==> src/rtl/mat_mult_stream_pkg.sv <==
// Shared types and sizing helpers for the streaming 3x3 matrix multiplier.
package mat_pkg;

    localparam int DEF_DW = 8;
    localparam int DEF_N  = 3;

    typedef enum logic [1:0] {
        LOAD_A,
        LOAD_B,
        COMPUTE,
        DRAIN
    } state_t;

    // Width of a linear element index into an n x n matrix (never zero).
    function automatic int idx_width(input int n);
        return (n * n > 1) ? $clog2(n * n) : 1;
    endfunction

    // Width of a row/column/inner-product counter for dimension n (never zero).
    function automatic int cnt_width(input int n);
        return (n > 1) ? $clog2(n) : 1;
    endfunction

    localparam int IDXW = idx_width(DEF_N);

endpackage

==> src/rtl/mat_mult_stream_if.sv <==
// Element-stream handshake bundle: input stream, result stream and status.
interface mat_mult_stream_if
    import mat_pkg::*;
#(
    parameter int DW = DEF_DW
);

    logic          in_valid;
    logic          in_ready;
    logic [DW-1:0] in_data;
    logic          out_valid;
    logic          out_ready;
    logic [DW-1:0] out_data;
    logic          out_last;
    logic          busy;

    modport master (
        output in_valid, in_data, out_ready,
        input  in_ready, out_valid, out_data, out_last, busy
    );

    modport slave (
        input  in_valid, in_data, out_ready,
        output in_ready, out_valid, out_data, out_last, busy
    );

endinterface

==> src/rtl/mat_mult_stream_mac.sv <==
// Single multiply-accumulate lane; everything wraps modulo 2^DW.
// sum is the value the accumulator takes on this edge, so callers can
// capture a finished dot product in the same cycle as its last term.
module mat_mac
    import mat_pkg::*;
#(
    parameter int DW = DEF_DW
) (
    input  logic          clk,
    input  logic          rst,
    input  logic          en,
    input  logic          clear,
    input  logic [DW-1:0] a,
    input  logic [DW-1:0] b,
    output logic [DW-1:0] sum
);

    logic [DW-1:0] acc;
    logic [DW-1:0] prod;

    // Truncated product plus either a fresh zero or the running total.
    always_comb begin
        prod = a * b;
        sum  = (clear ? '0 : acc) + prod;
    end

    // Accumulator advances only while the owner is stepping through terms.
    always_ff @(posedge clk or posedge rst) begin
        if (rst) begin
            acc <= '0;
        end else if (en) begin
            acc <= sum;
        end
    end

endmodule

==> src/rtl/mat_mult_stream.sv <==
// Streaming front-end for an NxN matrix multiply: loads A then B row-major,
// walks i/j/k through one shared MAC, then streams Res out row-major.
module mat_mult_stream
    import mat_pkg::*;
#(
    parameter int DW = DEF_DW,
    parameter int N  = DEF_N
) (
    input  logic               clk,
    input  logic               rst,
    mat_mult_stream_if.slave   bus
);

    localparam int NN = N * N;
    localparam int IW = (N == DEF_N) ? IDXW : idx_width(N);
    localparam int CW = cnt_width(N);
    localparam logic [IW-1:0] LAST_IDX = IW'(NN - 1);
    localparam logic [CW-1:0] LAST_CNT = CW'(N - 1);

    state_t        state;
    state_t        state_nx;
    logic [IW-1:0] idx;
    logic [IW-1:0] oidx;
    logic [CW-1:0] ci;
    logic [CW-1:0] cj;
    logic [CW-1:0] ck;

    logic [DW-1:0] a_mem   [NN];
    logic [DW-1:0] b_mem   [NN];
    logic [DW-1:0] res_mem [NN];

    logic          in_ready_q;
    logic          out_valid_q;
    logic [DW-1:0] out_data_q;
    logic          out_last_q;
    logic          busy_q;

    logic          in_beat;
    logic          out_beat;
    logic          mac_last;
    logic          mac_en;
    logic          mac_clear;
    logic          res_we;
    logic          load_out;
    logic          fwd;
    logic [IW-1:0] a_addr;
    logic [IW-1:0] b_addr;
    logic [IW-1:0] res_addr;
    logic [IW-1:0] rd_addr;
    logic [DW-1:0] mac_sum;

    assign bus.in_ready  = in_ready_q;
    assign bus.out_valid = out_valid_q;
    assign bus.out_data  = out_data_q;
    assign bus.out_last  = out_last_q;
    assign bus.busy      = busy_q;

    // Handshake beats and the operand/result addresses for the current i,j,k.
    always_comb begin
        in_beat   = bus.in_valid && in_ready_q;
        out_beat  = out_valid_q && bus.out_ready;
        mac_last  = (ci == LAST_CNT) && (cj == LAST_CNT) && (ck == LAST_CNT);
        mac_en    = (state == COMPUTE);
        mac_clear = (ck == '0);
        res_we    = (state == COMPUTE) && (ck == LAST_CNT);
        a_addr    = IW'(int'(ci) * N + int'(ck));
        b_addr    = IW'(int'(ck) * N + int'(cj));
        res_addr  = IW'(int'(ci) * N + int'(cj));
    end

    // Sequencing: two loads, N^3 MAC steps, then drain until the last beat.
    always_comb begin
        state_nx = state;
        case (state)
            LOAD_A:  if (in_beat && idx == LAST_IDX)   state_nx = LOAD_B;
            LOAD_B:  if (in_beat && idx == LAST_IDX)   state_nx = COMPUTE;
            COMPUTE: if (mac_last)                     state_nx = DRAIN;
            DRAIN:   if (out_beat && oidx == LAST_IDX) state_nx = LOAD_A;
            default: state_nx = LOAD_A;
        endcase
    end

    // Choose which result element the output register should pick up next;
    // a result being written this very edge is forwarded straight from the MAC.
    always_comb begin
        load_out = 1'b0;
        rd_addr  = '0;
        if (state == COMPUTE && mac_last) begin
            load_out = 1'b1;
            rd_addr  = '0;
        end else if (state == DRAIN && out_beat && oidx != LAST_IDX) begin
            load_out = 1'b1;
            rd_addr  = oidx + IW'(1);
        end
        fwd = res_we && (res_addr == rd_addr);
    end

    // State register.
    always_ff @(posedge clk or posedge rst) begin
        if (rst) begin
            state <= LOAD_A;
        end else begin
            state <= state_nx;
        end
    end

    // Capture incoming A and B elements; idx wraps between the two matrices.
    always_ff @(posedge clk or posedge rst) begin
        if (rst) begin
            idx <= '0;
            for (int n = 0; n < NN; n++) begin
                a_mem[n] <= '0;
                b_mem[n] <= '0;
            end
        end else if (in_beat) begin
            if (state == LOAD_A) begin
                a_mem[idx] <= bus.in_data;
            end else if (state == LOAD_B) begin
                b_mem[idx] <= bus.in_data;
            end
            idx <= (idx == LAST_IDX) ? '0 : idx + IW'(1);
        end
    end

    // i/j/k nest with k innermost; all three return to zero after the last step.
    always_ff @(posedge clk or posedge rst) begin
        if (rst) begin
            ci <= '0;
            cj <= '0;
            ck <= '0;
        end else if (state == COMPUTE) begin
            if (ck == LAST_CNT) begin
                ck <= '0;
                if (cj == LAST_CNT) begin
                    cj <= '0;
                    ci <= (ci == LAST_CNT) ? '0 : ci + CW'(1);
                end else begin
                    cj <= cj + CW'(1);
                end
            end else begin
                ck <= ck + CW'(1);
            end
        end
    end

    // Store each finished dot product into the result matrix.
    always_ff @(posedge clk or posedge rst) begin
        if (rst) begin
            for (int n = 0; n < NN; n++) begin
                res_mem[n] <= '0;
            end
        end else if (res_we) begin
            res_mem[res_addr] <= mac_sum;
        end
    end

    // Output element pointer advances only on accepted result beats.
    always_ff @(posedge clk or posedge rst) begin
        if (rst) begin
            oidx <= '0;
        end else if (out_beat) begin
            oidx <= (oidx == LAST_IDX) ? '0 : oidx + IW'(1);
        end
    end

    // Registered outputs, all derived from the upcoming state so nothing is
    // combinational from the inputs; data holds while the consumer stalls.
    always_ff @(posedge clk or posedge rst) begin
        if (rst) begin
            in_ready_q  <= 1'b1;
            out_valid_q <= 1'b0;
            out_data_q  <= '0;
            out_last_q  <= 1'b0;
            busy_q      <= 1'b0;
        end else begin
            in_ready_q  <= (state_nx == LOAD_A) || (state_nx == LOAD_B);
            out_valid_q <= (state_nx == DRAIN);
            busy_q      <= (state_nx != LOAD_A) || (idx != '0) || in_beat;
            if (load_out) begin
                out_data_q <= fwd ? mac_sum : res_mem[rd_addr];
                out_last_q <= (rd_addr == LAST_IDX);
            end else if (state_nx != DRAIN) begin
                out_data_q <= '0;
                out_last_q <= 1'b0;
            end
        end
    end

    mat_mac #(
        .DW (DW)
    ) u_mac (
        .clk   (clk),
        .rst   (rst),
        .en    (mac_en),
        .clear (mac_clear),
        .a     (a_mem[a_addr]),
        .b     (b_mem[b_addr]),
        .sum   (mac_sum)
    );

endmodule

==> src/flat_wrapper.sv <==
// flat-port wrapper written by rule: the top's interface ports become plain ports
module mat_mult_stream_flat import mat_pkg::*;
#(
    parameter int DW = DEF_DW,
    parameter int N  = DEF_N
)
  (clk, rst, bus_in_valid, bus_in_data, bus_out_ready, bus_in_ready, bus_out_valid, bus_out_data, bus_out_last, bus_busy);
  mat_mult_stream_if #(.DW(DW)) bus_i ();
  input  logic clk;
  input  logic rst;
  input wire logic [$bits(bus_i.in_valid)-1:0] bus_in_valid;
  input wire logic [$bits(bus_i.in_data)-1:0] bus_in_data;
  input wire logic [$bits(bus_i.out_ready)-1:0] bus_out_ready;
  output wire logic [$bits(bus_i.in_ready)-1:0] bus_in_ready;
  output wire logic [$bits(bus_i.out_valid)-1:0] bus_out_valid;
  output wire logic [$bits(bus_i.out_data)-1:0] bus_out_data;
  output wire logic [$bits(bus_i.out_last)-1:0] bus_out_last;
  output wire logic [$bits(bus_i.busy)-1:0] bus_busy;
  assign bus_i.in_valid = bus_in_valid;
  assign bus_i.in_data = bus_in_data;
  assign bus_i.out_ready = bus_out_ready;
  assign bus_in_ready = bus_i.in_ready;
  assign bus_out_valid = bus_i.out_valid;
  assign bus_out_data = bus_i.out_data;
  assign bus_out_last = bus_i.out_last;
  assign bus_busy = bus_i.busy;
  mat_mult_stream #(.DW(DW), .N(N)) u_core (.clk(clk), .rst(rst), .bus(bus_i));
endmodule
==> config.mk <==
export PLATFORM = sky130hd
export DESIGN_NAME = mat_mult_stream_flat
export DESIGN_NICKNAME = d
export VERILOG_FILES = /design/src/rtl/mat_mult_stream_pkg.sv /design/src/rtl/mat_mult_stream_if.sv /design/src/rtl/mat_mult_stream_mac.sv /design/src/rtl/mat_mult_stream.sv /design/src/flat_wrapper.sv
export SDC_FILE = /design/constraint.sdc
export NUM_CORES = 1
export LEC_CHECK = 0
export ABC_AREA = 1
export BUFFER_PORTS_ARGS = -buffer_cell sky130_fd_sc_hd__buf_4
export CORE_UTILIZATION = 29
export CTS_CLUSTER_SIZE = 8
export DETAILED_ROUTE_END_ITERATION = 16
export SYNTH_ARGS = -nofsm -noshare
export SYNTH_HDL_FRONTEND = slang
export SYNTH_HIERARCHICAL = 1
export SYNTH_SLANG_ARGS = --single-unit
==> constraint.sdc <==
create_clock -name clk -period 11.5 [get_ports clk]
set_clock_uncertainty 0.05 [all_clocks]
set_input_delay 2.875 -clock clk [delete_from_list [all_inputs] [get_ports clk]]
set_output_delay 2.875 -clock clk [all_outputs]
set_load 0.02 [all_outputs]
==> results.json, run 1 <==
{
  "rsz0062_at_grt": "false",
  "die_area_sq_um": 46300,
  "netlist_area_sq_um": 13200,
  "synth_async_sr_flop_share": 1.00,
  "io_pins": 24,
  "tightest_slew_ns": 1.11,
  "post_cts.repair.setup_buffers": 0,
  "fillers": 4746,
  "clk_pin_slew_ns": 0.05,
  "yosysUniqueCellTypes": 34,
  "start_util": 0.296,
  "synth-edff-count": 0,
  "die_w_um": 215,
  "area_growth_pct": 12.4,
  "synth_warnings": 6,
  "crit_buf_inv": 7,
  "drv_cap": 0,
  "drt_wl_total_um": 33200,
  "cellPowerDensity_nw_per_um2": 325,
  "tritoncts": "done",
  "routabilityCongestion": 0.864,
  "grt_antenna_before_repair": 0,
  "synth_commonest_cells": "nand2_1, o21ai_0, dfrtp_1, inv_1, nor2_1",
  "grt_usage": 0.147,
  "root_buffer": "clkbuf_16",
  "via_per_inst": 4.78,
  "synthTopCellsByArea": "dfrtp_1, nand2_1, o21ai_0",
  "cp.required_ns": 11.81,
  "synth_top_area_cell": "dfrtp_1",
  "cts.sinks": 252,
  "num_rows": 77,
  "irDropWorstVdd_v": 0.000207,
  "placed_cells": 2187,
  "finalCritPeriodShare": 0.623,
  "critical_path.top_delay_family": "adder cells",
  "max_stage_delay_ns": 1.20,
  "p_leak_nw": 7.05,
  "avgSynthCellArea_sq_um": 8.03,
  "grt_pass1_wl_um": 55700,
  "end_kind": "flop",
  "grt_max_degree": 90,
  "seq_area_frac_synth": 0.479,
  "gr-total-overflow": 0,
  "critPathLaunchType": "flop",
  "synth_most_common_cell": "nand2_1",
  "crit_top_cell": "inv_1",
  "status": "complete, no violations",
  "ant_nets": 0,
  "report.final.hold_viol_count": 0,
  "ys.flop_type": "dfrtp_1",
  "cpMaxStageDelayCell": "fa_1",
  "first_pass_iters": 7,
  "core_area_sq_um": 44500,
  "cts_buffers": 37,
  "cp.arrival_ns": 7.47,
  "routedWlPerCell_um": 14.8,
  "clk_latency_ns": 0.54,
  "die_y_um": 215,
  "hold_class": "reg -> reg",
  "ys_ff_latch": 252,
  "slew-limit-headroom": 0.258,
  "ctsHoldBuffers": 0,
  "htreeDepth": 2,
  "io_buffer_count": 23,
  "syn-num-nets": 1711,
  "multiInputGateArea_sq_um": 5750,
  "register_area_sq_um": 6310,
  "fmax_mhz": 140,
  "antenna_cells": 0,
  "criticalPathCategory": "reg -> reg",
  "fin_util": 0.333,
  "finalSetupTns_ns": 0,
  "via_count": 10700,
  "clk_path_buf_depth": 3,
  "drt_iter0_markers": 970,
  "dp_hpwl_um": 22100,
  "drc": 0,
  "synth_top_area_share": 0.477,
  "grt_pass1_vias": 10600,
  "cts_resized": 0,
  "final_nets": 1705,
  "final_cells": 2235,
  "slew_viol_final": 0,
  "syn_inst": 1640,
  "fin_crit_ns": 7.16,
  "critPathMaxFanout": 33,
  "setup_viol": 0,
  "drive_gt1_frac": 0.0560
}
## flip-flops by register name, summed over array words and instances, names as in the netlist
name,flops
u_core/ci,2
u_core/bus.busy,1
u_core/u_mac/acc,8
u_core/b_mem,72
u_core/a_mem,72
u_core/state,2
u_core/bus.out_data,8
u_core/bus.in_ready,1
u_core/cj,2
u_core/bus.out_last,1
u_core/idx,4
u_core/bus.out_valid,1
u_core/ck,2
u_core/res_mem,72
u_core/oidx,4
## worst reg2reg max path, cell delays in order (launching register included)
cell,delay [ns]
dfrtp_1,0.44
inv_1,0.13
ha_1,0.34
inv_1,0.09
fa_1,1.20
nand4_1,0.46
o22ai_1,0.66
nand2_1,0.18
fa_1,0.57
inv_1,0.04
ha_1,0.28
ha_1,0.32
fa_1,0.55
ha_1,0.16
inv_1,0.06
fa_1,0.39
inv_1,0.08
nand3_1,0.08
nand2_1,0.07
nand2_1,0.05
nand2_1,0.09
inv_1,0.04
nand2_1,0.07
nand3_1,0.08
and2_1,0.18
inv_1,0.19
o21ai_0,0.12
## per-stage QoR
stage	hold WS [ns]	total power, mW	area [sq um]	setup WS (ns)
global route	0.450	5.31	14800	3.66
finish	0.422	4.81	14800	4.34
detailed placement	0.410	3.86	13800	4.39
global placement	0.410	3.82	13800	4.50
CTS	0.423	4.86	14800	4.36
floorplan	0.392	3.09	13200	1.88
## cell usage in the layout (no fill, tap or decap), types with 22 or more instances in the layout
master | Yosys | final
buf_4 | 4 | 28
dfrtp_1 | 251 | 251
nand4_1 | 29 | 29
nor2_1 | 102 | 102
nand2_1 | 439 | 439
ha_1 | 37 | 37
clkbuf_16 | 0 | 38
o21ai_0 | 310 | 310
fa_1 | 22 | 22
o22ai_1 | 23 | 23
nand3_1 | 75 | 75
inv_1 | 201 | 200
## area by class of cell
cell class	instances	share of cell area
Inverter	208	0.0533
Sequential cell	252	0.426
Tap cell	592	0.0500
Multi-Input combinational cell	1107	0.389
Timing Repair Buffer	28	0.0142
Clock inverter	2	0.00144
Clock buffer	46	0.0663
## per-layer routing
| layer | GRT usage | wire length (um) |
|---|---|---|
| met5 | 0 | 0 |
| met4 | 0.0395 | 604 |
| met3 | 0.0258 | 1610 |
| met2 | 0.230 | 14800 |
| met1 | 0.209 | 16200 |
## final timing paths
| kind | start | end | slack, ns | cells past startpoint |
|---|---|---|---|---|
| max | u_core/ci[0]$_DFFE_PP0P_ | u_core/res_mem[71]$_DFFE_PP0P_ | 4.34 | 26 |
| min | u_core/bus.out_last$_DFFE_PP0P_ | u_core/bus.out_last$_DFFE_PP0P_ | 0.42 | 2 |
| min in group asynchronous | rst | u_core/u_mac/acc[1]$_DFFE_PP0P_ | 2.31 | 2 |
| max in group asynchronous | rst | u_core/b_mem[45]$_DFFE_PP0P_ | 6.60 | 4 |
| min reg2reg | u_core/bus.out_last$_DFFE_PP0P_ | u_core/bus.out_last$_DFFE_PP0P_ | 0.42 | 2 |
| max reg2reg | u_core/ci[0]$_DFFE_PP0P_ | u_core/res_mem[71]$_DFFE_PP0P_ | 4.34 | 26 |
## power breakdown
part,switching (mW),internal [mW]
combinational,1.81,0.769
clock,0.383,0.590
sequential,0.139,1.11
total,2.33,2.47
## cells by family after synthesis
group,after synthesis,share of synthesized area
xor gates and xnor gates,10,0.00665
muxes,8,0.00608
and+or+nand+nor,666,0.208
AOI/OAI and AO/OA,364,0.147
buffers and inverters,281,0.0840
DFF,252,0.479
adders and majority gates,59,0.0686
No activity file was read; power rests on OpenSTA's default activity.
==> run 2: changes to the inputs <==
- clock period: 11.5 -> 7.5 ns (I/O delays scaled with it)
==> run 2 against run 1 <==
Effect of this change:
- critical endpoint is now u_core/res_mem[47]$_DFFE_PP0P_
- die area is the same
- clock-buffer cell count grew 1
- wire length grew 3.9%
- sequential cell count is the same
==> results.json, run 2 (synthesis gave the netlist of run 1 again) <==
{
  "status": "complete, no violations",
  "tritoncts": "done",
  "grt_antenna_before_repair": 0,
  "criticalPathCategory": "reg -> reg",
  "critPathLaunchType": "flop",
  "crit_top_cell": "nand2_1",
  "drt_iter0_markers": 954,
  "hold_class": "reg -> reg",
  "drc": 0,
  "start_util": 0.296,
  "io_pins": 24,
  "path_depth": 25,
  "clk_latency_ns": 0.53,
  "cp.arrival_ns": 7.15,
  "report.final.hold_viol_count": 0,
  "setup_slack_ns": 0.672,
  "ant_nets": 0,
  "routedWlPerCell_um": 15.4,
  "die_w_um": 215,
  "post_cts.repair.setup_buffers": 0,
  "via_count": 11000,
  "r2r_start": "u_core/cj[1]$_DFFE_PP0P_",
  "setup_viol": 0,
  "io_buffer_count": 23,
  "clk_pin_slew_ns": 0.05,
  "drt_wl_total_um": 34500,
  "die_y_um": 215,
  "num_rows": 77,
  "root_buffer": "clkbuf_16",
  "dp_hpwl_um": 23400,
  "tightest_slew_ns": 1.02,
  "rrSetupSlack_ns": 0.67,
  "max_stage_delay_ns": 0.78,
  "cpMaxStageDelayCell": "o21ai_0",
  "final_common_cell": "nand2_1",
  "cts_resized": 0,
  "startpoint": "u_core/cj[1]$_DFFE_PP0P_",
  "fillers": 4667,
  "slew_viol_final": 0,
  "top_regs": "u_core/a_mem x72, u_core/b_mem x72, u_core/res_mem x72",
  "grt_pass1_vias": 10600,
  "antenna_cells": 0,
  "ctsHoldBuffers": 0,
  "cp.required_ns": 7.82,
  "drv_cap": 0,
  "grt_pass1_wl_um": 56900,
  "final_nets": 1713,
  "cts.sinks": 252,
  "critical_path.top_delay_family": "adder cells",
  "rsz0062_at_grt": "false",
  "htreeDepth": 2,
  "first_pass_iters": 5,
  "area_growth_pct": 13.0,
  "layout_common_cells": "nand2_1, o21ai_0, dfrtp_1",
  "hold_ws_ns": 0.424,
  "fmax_mhz": 146,
  "grt_usage": 0.152,
  "end_kind": "flop",
  "slew-limit-headroom": 0.319,
  "cts_buffers": 37,
  "r2r-end": "u_core/res_mem[47]$_DFFE_PP0P_",
  "fin_crit_ns": 6.83,
  "routabilityCongestion": 0.850,
  "finalSetupTns_ns": 0,
  "fin_util": 0.334,
  "gr-total-overflow": 0,
  "finalCritPeriodShare": 0.910,
  "clk_path_buf_depth": 3,
  "drive_gt1_frac": 0.0617,
  "via_per_inst": 4.89,
  "cp-endpoint": "u_core/res_mem[47]$_DFFE_PP0P_",
  "rr_worst_depth": 25,
  "core_area_sq_um": 44500,
  "die_area_sq_um": 46300,
  "critPathMaxFanout": 17,
  "pre_cts_ws_ns": 0.441,
  "grt_max_degree": 164,
  "crit_buf_inv": 6
}
## run 2: layout make-up
class                      count  area, sq um  area share
clock buffer                  47          973      0.0654
clock inverter                 3         37.5     0.00252
inverter                     208          785      0.0527
multi-input combinational   1107         5750       0.387
sequential                   252         6310       0.424
tap                          592          741      0.0498
timing repair buffer          36          283      0.0190
## run 2: worst min path at each step
stage	cells after the start	endpoint	slack [ns]	startpoint
after floorplan	2	u_core/u_mac/acc[1]$_DFFE_PP0P_	0.39	u_core/u_mac/acc[1]$_DFFE_PP0P_
after global placement	2	u_core/u_mac/acc[1]$_DFFE_PP0P_	0.41	u_core/u_mac/acc[1]$_DFFE_PP0P_
after detailed placement	2	u_core/u_mac/acc[1]$_DFFE_PP0P_	0.42	u_core/u_mac/acc[1]$_DFFE_PP0P_
after CTS	2	u_core/a_mem[67]$_DFFE_PP0P_	0.43	u_core/a_mem[67]$_DFFE_PP0P_
after global routing	2	u_core/res_mem[23]$_DFFE_PP0P_	0.45	u_core/res_mem[23]$_DFFE_PP0P_
final	2	u_core/bus.out_last$_DFFE_PP0P_	0.42	u_core/bus.out_last$_DFFE_PP0P_
## run 2: layer usage
metal	global-route usage	up-vias	share of wire	routed length (um)
li1	-	5308	-	-
met1	0.217	5278	0.47	16400
met2	0.235	334	0.44	15100
met3	0.0268	63	0.061	2110
met4	0.0414	0	0.025	854
met5	0	-	0	0
## run 2: through the flow
stage                     instance area, sq um  instances
after floorplan                          13200       1640
after global placement                   13900       2195
after detailed placement                 13900       2195
after CTS                                14900       2245
after global routing                     14900       2245
final                                    14900       2245
## run 2: worst min-delay path: stages, from the launching register on
cell	delay, ns
dfrtp_1	0.34
nand2_1	0.06
nand2_1	0.05
Power of run 2 is left out: the tool's default activity adds up to more than one toggle a clock period on the data nets, which glitch-free logic cannot reach.
